`config.mk`:
```
export PLATFORM = sky130hd
export DESIGN_NAME = wdt_ctrl
export DESIGN_NICKNAME = d
export VERILOG_FILES = /design/src/rtl/wdt_ctrl_pkg.sv /design/src/rtl/wdt_ctrl_status.sv /design/src/rtl/wdt_ctrl.sv
export SDC_FILE = /design/constraint.sdc
export NUM_CORES = 1
export LEC_CHECK = 0
export ABC_AREA = 1
export CAP_MARGIN = 20
export CORE_UTILIZATION = 51
export DETAILED_ROUTE_END_ITERATION = 7
export GPL_TIMING_DRIVEN = 0
export PLACE_DENSITY = 0.82
export SETUP_SLACK_MARGIN = 0.02
export SLEW_MARGIN = 10
export SYNTH_ARGS = -nofsm -noshare
export SYNTH_HDL_FRONTEND = slang
export SYNTH_SLANG_ARGS = --single-unit
```
`constraint.sdc`:
```
create_clock -name clk2 -period 2.08 [get_ports clk2]
set_input_delay 0.416 -clock clk2 [delete_from_list [all_inputs] [get_ports clk2]]
set_output_delay 0.416 -clock clk2 [all_outputs]
set_load 0.03 [all_outputs]
```
`src/rtl/wdt_ctrl_pkg.sv`:
```
`default_nettype none
// ============================================================================
//  Module   : wdt_ctrl_pkg
//  Brief    : Shared constants for the watchdog register controller.
//  Revision : 1.0
// ============================================================================
package wdt_ctrl_pkg;

    localparam logic [2:0] ST_IDLE   = 3'd0;
    localparam logic [2:0] ST_EXEC   = 3'd1;
    localparam logic [2:0] ST_SETTLE = 3'd2;
    localparam logic [2:0] ST_FEED   = 3'd3;
    localparam logic [2:0] ST_RESP   = 3'd4;

    localparam logic [2:0] IDX_CTRL   = 3'd0;
    localparam logic [2:0] IDX_LIVE   = 3'd1;
    localparam logic [2:0] IDX_TOCNT  = 3'd2;
    localparam logic [2:0] IDX_STATUS = 3'd3;
    localparam logic [2:0] IDX_KEY    = 3'd4;

    localparam int CTRL_WDEN     = 0;
    localparam int CTRL_IRQ_EN   = 1;
    localparam int CTRL_AUTO_DIS = 2;

    localparam int STAT_STICKY  = 0;
    localparam int STAT_CNT_CLR = 1;
    localparam int STAT_CNT_LSB = 8;
    localparam int STAT_WTO     = 16;

    localparam logic [31:0] KEY_VAL_DEFAULT = 32'h5A5A_5A5A;

endpackage
`default_nettype wire

```
`src/rtl/wdt_ctrl_status.sv`:
```
`default_nettype none
// ============================================================================
//  Module   : wdt_ctrl_status
//  Brief    : WTO edge detect, sticky flag, saturating event counter and
//             auto-disable request.
//  Revision : 1.0
// ============================================================================
module wdt_ctrl_status #(
    parameter int CNT_W = 8
) (
    input  logic             clk2,
    input  logic             rstn2,
    input  logic             i_wto,
    input  logic             i_auto_dis,
    input  logic             i_clr_sticky,
    input  logic             i_clr_cnt,
    output logic             o_sticky,
    output logic [CNT_W-1:0] o_count,
    output logic             o_auto_dis_req
);

    localparam logic [CNT_W-1:0] CNT_MAX = '1;
    localparam logic [CNT_W-1:0] CNT_ONE = CNT_W'(1);

    logic             wto_prev_q, wto_prev_d;
    logic             sticky_q, sticky_d;
    logic [CNT_W-1:0] count_q, count_d;
    logic             w_rise;

    always_comb begin
        w_rise     = i_wto & ~wto_prev_q;
        wto_prev_d = i_wto;

        // A new timeout always beats a software clear in the same cycle.
        sticky_d = sticky_q;
        if (i_clr_sticky) sticky_d = 1'b0;
        if (w_rise)       sticky_d = 1'b1;

        count_d = count_q;
        if (w_rise) begin
            if (count_q != CNT_MAX) count_d = count_q + CNT_ONE;
        end else if (i_clr_cnt) begin
            count_d = '0;
        end
    end

    always_ff @(posedge clk2 or negedge rstn2) begin
        if (!rstn2) begin
            wto_prev_q <= 1'b0;
            sticky_q   <= 1'b0;
            count_q    <= '0;
        end else begin
            wto_prev_q <= wto_prev_d;
            sticky_q   <= sticky_d;
            count_q    <= count_d;
        end
    end

    assign o_sticky       = sticky_q;
    assign o_count        = count_q;
    assign o_auto_dis_req = w_rise & i_auto_dis;

endmodule
`default_nettype wire

```
`src/rtl/wdt_ctrl.sv`:
```
`default_nettype none
// ============================================================================
//  Module   : wdt_ctrl
//  Brief    : Watchdog register controller; sequences WDEN/WDLIVE/WTOCNT and
//             captures WTO events. Define WDT_CTRL_LOCK_EN for key locking.
//  Revision : 1.0
// ============================================================================
module wdt_ctrl
    import wdt_ctrl_pkg::*;
#(
    parameter int          CNT_W   = 8,
    parameter logic [31:0] KEY_VAL = KEY_VAL_DEFAULT
) (
    input  logic        clk2,
    input  logic        rstn2,
    input  logic        cmd_valid,
    output logic        cmd_ready,
    input  logic        cmd_write,
    input  logic [2:0]  cmd_addr,
    input  logic [31:0] cmd_wdata,
    output logic        rsp_valid,
    input  logic        rsp_ready,
    output logic [31:0] rsp_rdata,
    output logic        rsp_err,
    output logic        WDEN,
    output logic        WDLIVE,
    output logic [31:0] WTOCNT,
    input  logic        WTO,
    output logic        wto_irq
);

    logic [2:0]       state_q, state_d;
    logic             cmd_ready_q, cmd_ready_d;
    logic [2:0]       ctrl_q, ctrl_d;
    logic [31:0]      tocnt_q, tocnt_d;
    logic             op_tocnt_q, op_tocnt_d;
    logic             op_live_q, op_live_d;
    logic [31:0]      rdata_q, rdata_d;
    logic             err_q, err_d;

    logic             w_hs;
    logic             w_sticky;
    logic [CNT_W-1:0] w_count;
    logic             w_auto_dis_req;
    logic             w_clr_sticky;
    logic             w_clr_cnt;
    logic             w_unlocked;
    logic [31:0]      w_status_rd;

`ifdef WDT_CTRL_LOCK_EN
    logic             unlock_q, unlock_d;
    assign w_unlocked = unlock_q;
`else
    logic             w_unused_key;
    assign w_unlocked   = 1'b1;
    assign w_unused_key = ^KEY_VAL;
`endif

    assign w_hs = cmd_valid & cmd_ready_q;

    always_comb begin
        w_status_rd                        = '0;
        w_status_rd[STAT_STICKY]           = w_sticky;
        w_status_rd[STAT_CNT_LSB +: CNT_W] = w_count;
        w_status_rd[STAT_WTO]              = WTO;
    end

    // Register side effects land on the handshake edge so they are visible in EXEC.
    always_comb begin
        state_d      = state_q;
        ctrl_d       = ctrl_q;
        tocnt_d      = tocnt_q;
        op_tocnt_d   = op_tocnt_q;
        op_live_d    = op_live_q;
        rdata_d      = rdata_q;
        err_d        = err_q;
        w_clr_sticky = 1'b0;
        w_clr_cnt    = 1'b0;
`ifdef WDT_CTRL_LOCK_EN
        unlock_d     = unlock_q;
`endif

        if (w_auto_dis_req) ctrl_d[CTRL_WDEN] = 1'b0;

        case (state_q)
            ST_IDLE: begin
                if (w_hs) begin
                    state_d    = ST_EXEC;
                    op_tocnt_d = 1'b0;
                    op_live_d  = 1'b0;
                    rdata_d    = '0;
                    err_d      = 1'b0;
                    case (cmd_addr)
                        IDX_CTRL: begin
                            if (!cmd_write) begin
                                rdata_d = {29'd0, ctrl_q};
                            end else if (w_unlocked) begin
                                ctrl_d = cmd_wdata[2:0];
`ifdef WDT_CTRL_LOCK_EN
                                unlock_d = 1'b0;
`endif
                            end else begin
                                err_d = 1'b1;
                            end
                        end
                        IDX_LIVE: begin
                            op_live_d = cmd_write;
                        end
                        IDX_TOCNT: begin
                            if (!cmd_write) begin
                                rdata_d = tocnt_q;
                            end else if (w_unlocked) begin
                                tocnt_d    = cmd_wdata;
                                op_tocnt_d = 1'b1;
`ifdef WDT_CTRL_LOCK_EN
                                unlock_d   = 1'b0;
`endif
                            end else begin
                                err_d = 1'b1;
                            end
                        end
                        IDX_STATUS: begin
                            if (cmd_write) begin
                                w_clr_sticky = cmd_wdata[STAT_STICKY];
                                w_clr_cnt    = cmd_wdata[STAT_CNT_CLR];
                            end else begin
                                rdata_d = w_status_rd;
                            end
                        end
`ifdef WDT_CTRL_LOCK_EN
                        IDX_KEY: begin
                            if (cmd_write) unlock_d = (cmd_wdata == KEY_VAL);
                            else           rdata_d  = {31'd0, unlock_q};
                        end
`endif
                        default: err_d = 1'b1;
                    endcase
                end
            end
            ST_EXEC: begin
                if (op_live_q) begin
                    if (ctrl_q[CTRL_WDEN]) begin
                        state_d = ST_FEED;
                    end else begin
                        err_d   = 1'b1;
                        state_d = ST_RESP;
                    end
                end else if (op_tocnt_q && ctrl_q[CTRL_WDEN]) begin
                    state_d = ST_SETTLE;
                end else begin
                    state_d = ST_RESP;
                end
            end
            ST_SETTLE: state_d = ST_FEED;
            ST_FEED:   state_d = ST_RESP;
            ST_RESP:   if (rsp_ready) state_d = ST_IDLE;
            default:   state_d = ST_IDLE;
        endcase

        cmd_ready_d = (state_d == ST_IDLE);
    end

    always_ff @(posedge clk2 or negedge rstn2) begin
        if (!rstn2) begin
            state_q     <= ST_IDLE;
            cmd_ready_q <= 1'b0;
            ctrl_q      <= '0;
            tocnt_q     <= '0;
            op_tocnt_q  <= 1'b0;
            op_live_q   <= 1'b0;
            rdata_q     <= '0;
            err_q       <= 1'b0;
        end else begin
            state_q     <= state_d;
            cmd_ready_q <= cmd_ready_d;
            ctrl_q      <= ctrl_d;
            tocnt_q     <= tocnt_d;
            op_tocnt_q  <= op_tocnt_d;
            op_live_q   <= op_live_d;
            rdata_q     <= rdata_d;
            err_q       <= err_d;
        end
    end

`ifdef WDT_CTRL_LOCK_EN
    always_ff @(posedge clk2 or negedge rstn2) begin
        if (!rstn2) unlock_q <= 1'b0;
        else        unlock_q <= unlock_d;
    end
`endif

    wdt_ctrl_status #(
        .CNT_W (CNT_W)
    ) u_status (
        .clk2           (clk2),
        .rstn2          (rstn2),
        .i_wto          (WTO),
        .i_auto_dis     (ctrl_q[CTRL_AUTO_DIS]),
        .i_clr_sticky   (w_clr_sticky),
        .i_clr_cnt      (w_clr_cnt),
        .o_sticky       (w_sticky),
        .o_count        (w_count),
        .o_auto_dis_req (w_auto_dis_req)
    );

    assign cmd_ready = cmd_ready_q;
    assign rsp_valid = (state_q == ST_RESP);
    assign rsp_rdata = rdata_q;
    assign rsp_err   = err_q;
    assign WDEN      = ctrl_q[CTRL_WDEN];
    assign WDLIVE    = (state_q == ST_FEED);
    assign WTOCNT    = tocnt_q;
    assign wto_irq   = w_sticky & ctrl_q[CTRL_IRQ_EN];

endmodule
`default_nettype wire

```
==> summary.md, run 1 <==
| Metric | Value |
|---|---|
| RSZ-0062 raised after global routing | no |
| #FFs+latches synth | 84 |
| CTS Buf Count | 9 |
| Syn Area/Cell | 8.66 um2 |
| Multi-input gate area | 0.00135 mm2 |
| Setup Buffers After CTS | 0 |
| Setup ws final | 150 ps |
| Crit path max fanout | 3 |
| DR iter-0 viols | 176 |
| FF+latch area | 0.00210 mm2 |
| Layout cells sized above 1 | 0.105 |
| Routed WL | 9270 um |
| H-tree depth | 3 |
| Crit end category | primary output |
| Routed via count | 3,360 |
| Ports | 111 |
| Finished Layout Cells | 660 |
| Sw Share | 0.415 |
| Final Util | 0.750 |
| Synth Warn # | 0 |
| Design Power | 6.75 mW |
| # diodes | 0 |
| Post-detailed-route via-to-cell ratio | 5.09 |
| Max-Cap Viols | 0 |
| Internal Power | 3.95 mW |
| Largest net degree at the start of global routing | 56 |
| Max Clk Rate | 518 MHz |
| Die Footprint | 0.00775 mm2 |
| Post-Syn Nets | 478 |
| Leak | 2.60 nW |
| Number of global-route vias before repair | 3,305 |
| Antenna Violating Nets Remaining | 0 |
| RD Place Congestion | 0.838 |
| PortBufs | 110 |
| Final nets | 601 |
| First-pass GRT wire length | 15,100 um |
| Synth unique cells | 28 |
| Wire per inst | 14.0 um |
| CTS tree | done |
| Psw | 2.80 mW |
| Hold Vio Cnt, Final | 0 |
| Status | finished clean |
| Power share of the sequential group | 0.372 |
| Leading cell type in the layout, fill and taps excluded | nand2_1 |
| HP Class | flip-flop to flip-flop |
| Setup CP Type | flip-flop to primary output |
| Clock sink count | 84 |
| Clk Latency, worst-skew pair | 350 ps |
| Final-layout fill cell count | 487 |
| DP Cell Count | 643 |
| Reg clk slew, reported paths | 90 ps |
| Drc violations | 0 |
| Clock root cell | clkbuf_8 |
| Clock share of power | 0.178 |
| Initial antenna violation count | 0 |
| Clock Tree Buf Depth | 2 |
| Hpwl dp | 6780 um |
| Grt ovf | 0 |
| Die W | 88.0 um |
| Worst slew pin tran | 686 ps |
| Place WS | -23.4 ps |
| Initial Util | 0.541 |
| Core ar. | 0.00698 mm2 |
| Pre-Repair DR Iteration Count | 5 |
| Commonest cells after routing, fill and taps aside | nand2_1 (118), clkdlybuf4s50_1 (107), dfrtp_1 (84) |
| Area growth syn-to-layout | 38.7% |
| Peak VDD IR | 0.609 mV |
| Mapped Cells | 436 |
| Rel. slew slack | 0.541 |
| Die Ht | 88.0 um |
| Hold Slack | 483 ps |
| GRT Util Overall | 0.256 |
| Crit start category | flip-flop |
| Pwr/cell area | 1290 mW/mm2 |
| Cell area after synthesis | 0.00377 mm2 |
| CP required | 1660 ps |
| Comb power frac | 0.451 |
| Final period utilization | 0.928 |
| Finish-stage setup viols | 0 |
| Minimum clock period | 1930 ps |
| Final Skew | 9.90 ps |
| Core Rows | 30 |
| Seq/Total Area, Yosys | 0.557 |
| Final Max Slew Viols | 0 |
| Worst EP arrival | 1510 ps |
## cell usage after synthesis
library cell	count	area, um2
nand2_1	118	443
dfrtp_1	84	2100
inv_1	52	195
nand3_1	47	235
nor2_1	33	124
o21ai_0	29	145
a21oi_2	19	166
o21ai_1	9	45.0
clkbuf_1	7	26.3
buf_6	6	67.6
nand4_1	4	25.0
nor3_1	4	20.0
buf_2	3	15.0
o21ai_2	3	26.3
a21oi_1	2	10.0
inv_2	2	7.51
nor2_2	2	12.5
or2_2	2	12.5
a21boi_0	1	7.51
buf_1	1	3.75
clkinv_1	1	3.75
ha_1	1	12.5
nand2_4	1	11.3
nand3_2	1	10.0
nor2_4	1	11.3
nor2_8	1	20.0
o21a_1	1	7.51
o21bai_1	1	7.51
## power by group through the flow
stage          logic (mW)  clock network (mW)  registers [mW]
6_report             3.04                1.20            2.51
5_1_grt              3.27                1.30            2.57
3_3_place_gp         2.99                   0            2.51
3_5_place_dp         3.05                   0            2.53
2_1_floorplan       0.876                   0            3.38
4_1_cts              3.06                1.22            2.50
## critical path, stage by stage, from the launching register on
cell and delay [ps]:
dfrtp_1 380, nand2_1 70, inv_1 50, clkdlybuf4s50_1 660
## cells by family after synthesis
family / after synthesis / synth area share
and+or+nand+nor: 214 / 0.245
DFF: 84 / 0.557
buffers and inverters: 72 / 0.0845
AOI/OAI and AO/OA: 65 / 0.110
adders and majority gates: 1 / 0.00332
## routing by layer
layer	vias to the layer above	GRT usage	wire (um)
li1	1631	-	-
met1	1583	0.317	3850
met2	133	0.454	4600
met3	13	0.0575	712
met4	0	0.0660	106
met5	-	0	0
## cell type report
type,instances,share of cell area
sequential,84,0.402
buffer,17,0.0215
tap,96,0.0229
timing repair buffer,112,0.217
clock buffer,10,0.0263
inverter,55,0.0394
multi-input combinational,280,0.258
clock inverter,6,0.0134
## stage by stage
stage / setup TNS, ps / cell area [um2]
after floorplan: 0 / 3770
after global placement: -193630 / 4990
after global routing: 0 / 5240
final: 0 / 5240
after CTS: 0 / 5240
after detailed placement: -42.2 / 5020
## worst paths after layout
path | startpoint | endpoint | slack (ps) | cells past startpoint
setup / recovery | u_status.o_sticky | wto_irq | 150 | 3
hold / removal | rsp_rdata[13] | rsp_rdata[13] | 480 | 2
setup reg to reg | u_status.o_count[0] | u_status.o_count[5] | 440 | 8
hold reg to reg | rsp_rdata[13] | rsp_rdata[13] | 480 | 2
max in group asynchronous | rstn2 | op_live_q | 930 | 3
min in group asynchronous | rstn2 | rsp_rdata[6] | 540 | 2
## flip-flops by register name (all words and copies together) (netlist names)
register             flops
state_q                  3
cmd_ready                1
u_status.o_sticky        1
rsp_rdata               32
op_tocnt_q               1
u_status.o_count         8
op_live_q                1
WTOCNT                  32
rsp_err                  1
ctrl_q                   3
u_status.wto_prev_q      1
## timing repair
action	in CTS	in global routing
endpoints found under the setup margin	2	0
endpoints found under the hold margin	29	0
resized for setup	2	0
hold buffers	1	0
Power figures use the tool's default switching activity.
==> inputs of run 2 (changes only) <==
--- a/config.mk
+++ b/config.mk
@@ -7,10 +7,11 @@
 export LEC_CHECK = 0
 export ABC_AREA = 1
 export CAP_MARGIN = 20
-export CORE_UTILIZATION = 51
+export CORE_UTILIZATION = 53
+export CTS_BUF_LIST = sky130_fd_sc_hd__clkbuf_8
 export DETAILED_ROUTE_END_ITERATION = 7
 export GPL_TIMING_DRIVEN = 0
-export PLACE_DENSITY = 0.82
+export PLACE_DENSITY = 0.85
 export SETUP_SLACK_MARGIN = 0.02
 export SLEW_MARGIN = 10
 export SYNTH_ARGS = -nofsm -noshare
==> run 2 against run 1 <==
  * Setup slack worse by 28 ps
  * Final cell count down 0.30%
  * Power up 1.2%
  * Register-to-register slack worse by 90 ps
  * Final area down 0.19%
==> summary.md, run 2 (same netlist as run 1, synthesis figures left out) <==
| Metric | Value |
|---|---|
| Post-detailed-route via-to-cell ratio | 5.19 (was 5.09) |
| Commonest cells after routing, fill and taps aside | nand2_1 (118), clkdlybuf4s50_1 (107), dfrtp_1 (84) (unchanged) |
| Die Ht | 86.4 um (was 88.0 um) |
| Clk Latency, worst-skew pair | 340 ps (was 350 ps) |
| Hold Vio Cnt, Final | 0 (unchanged) |
| HP Class | input port to asynchronous set/reset pin (was flip-flop to flip-flop) |
| Reg clk slew, reported paths | 80 ps (was 90 ps) |
| RSZ-0062 raised after global routing | no (unchanged) |
| Worst EP arrival | 1540 ps (was 1510 ps) |
| H-tree depth | 3 (unchanged) |
| Hold Buf Count CTS | 0 (was 1) |
| Die W | 86.4 um (was 88.0 um) |
| Initial antenna violation count | 0 (unchanged) |
| Clock sink count | 84 (unchanged) |
| Initial Util | 0.552 (was 0.541) |
| Rel. slew slack | 0.592 (was 0.541) |
| CP required | 1660 ps (about the same) |
| Minimum clock period | 1960 ps (was 1930 ps) |
| Largest net degree at the start of global routing | 46 (was 56) |
| Crit path max fanout | 3 (unchanged) |
| PortBufs | 110 (unchanged) |
| Clock root cell | clkbuf_8 (unchanged) |
| Area growth syn-to-layout | 38.5% (was 38.7%) |
| Setup Buffers After CTS | 0 (unchanged) |
| Status | finished clean (unchanged) |
| Final period utilization | 0.941 (was 0.928) |
| # diodes | 0 (unchanged) |
| Pre-Repair DR Iteration Count | 5 (unchanged) |
| Hpwl dp | 7010 um (was 6780 um) |
| Die Footprint | 0.00746 mm2 (was 0.00775 mm2) |
| Leak | 2.61 nW (was 2.60 nW) |
| First-pass GRT wire length | 15,700 um (was 15,100 um) |
| Max-Cap Viols | 0 (unchanged) |
| Ports | 111 (unchanged) |
| Crit start category | flip-flop (unchanged) |
| Leading cell type in the layout, fill and taps excluded | nand2_1 (unchanged) |
| Peak VDD IR | 0.692 mV (was 0.609 mV) |
| Final nets | 600 (was 601) |
| Number of global-route vias before repair | 3,353 (was 3,305) |
| Final Util | 0.765 (was 0.750) |
| Pwr/cell area | 1310 mW/mm2 (was 1290 mW/mm2) |
| Drc violations | 0 (unchanged) |
| Max Clk Rate | 511 MHz (was 518 MHz) |
| Finish-stage setup viols | 0 (unchanged) |
| GRT Util Overall | 0.275 (was 0.256) |
| Core Rows | 30 (unchanged) |
| CTS Buf Count | 9 (unchanged) |
| Antenna Violating Nets Remaining | 0 (unchanged) |
| Routed via count | 3,417 (was 3,360) |
| Crit end category | primary output (unchanged) |
| Grt ovf | 0 (unchanged) |
| Final Skew | 7.43 ps (was 9.90 ps) |
| Core ar. | 0.00683 mm2 (was 0.00698 mm2) |
| RD Place Congestion | 0.889 (was 0.838) |
| Final-layout fill cell count | 521 (was 487) |
| DR iter-0 viols | 182 (was 176) |
| Design Power | 6.83 mW (was 6.75 mW) |
| Setup CP Type | flip-flop to primary output (unchanged) |
| Post-CTS sizing | 2 (unchanged) |
| Wire per inst | 14.5 um (was 14.0 um) |
| CTS tree | done (unchanged) |
| Worst slew pin tran | 610 ps (was 686 ps) |
| Layout cells sized above 1 | 0.101 (was 0.105) |
| Routed WL | 9560 um (was 9270 um) |
| Final Max Slew Viols | 0 (unchanged) |
| Clock Tree Buf Depth | 2 (unchanged) |
[run 2: per-layer routing]
metal / GRT usage / vias up / part of all wire
li1: - / 1624 / -
met1: 0.337 / 1639 / 0.41
met2: 0.487 / 133 / 0.51
met3: 0.0419 / 21 / 0.059
met4: 0.114 / 0 / 0.021
met5: 0 / - / 0
[run 2: report_power, final]
part	total (mW)	internal, mW	switching, mW
Clock	1.26	0.699	0.564
Combinational	3.05	1.20	1.85
Sequential	2.52	2.15	0.366
Total	6.83	4.05	2.78
[run 2: worst paths after layout]
check                           cells past startpoint                  end  slack [ps]                 from
worst max-delay path                                3              wto_irq         120    u_status.o_sticky
worst min-delay path                                1        rsp_rdata[19]          70                rstn2
worst max register to register                      8  u_status.o_count[5]         350  u_status.o_count[0]
worst min register to register                      2        rsp_rdata[11]         480        rsp_rdata[11]
max in group asynchronous                           2    u_status.o_sticky        1410                rstn2
min in group clk2                                   2        rsp_rdata[11]         480        rsp_rdata[11]
[run 2: through the flow]
stage	worst slack, ps	hold slack [ps]	setup TNS, ps	instance area [um2]	cells
floorplan	577	120	0	3770	436
CTS	131	77.0	0	5230	658
finish	122	66.6	0	5230	658
global placement	-2270	466	-190700	4990	642
detailed placement	-36.1	451	-48.9	5010	643
global route	84.9	110	0	5230	658
[run 2: cell type report]
| cell class | count | area [um2] | area share |
|---|---|---|---|
| Multi-Input combinational cell | 280 | 1350 | 0.259 |
| Timing Repair Buffer | 111 | 1120 | 0.214 |
| Tap cell | 96 | 120 | 0.0230 |
| Inverter | 55 | 206 | 0.0395 |
| Clock buffer | 10 | 138 | 0.0263 |
| Sequential cell | 84 | 2100 | 0.402 |
| Clock inverter | 5 | 77.6 | 0.0148 |
| Buffer | 17 | 113 | 0.0216 |
[run 2: worst max-delay path, stage by stage (launching register included)]
cell and delay (ps):
dfrtp_1 390, nand2_1 70, inv_1 70, clkdlybuf4s50_1 670
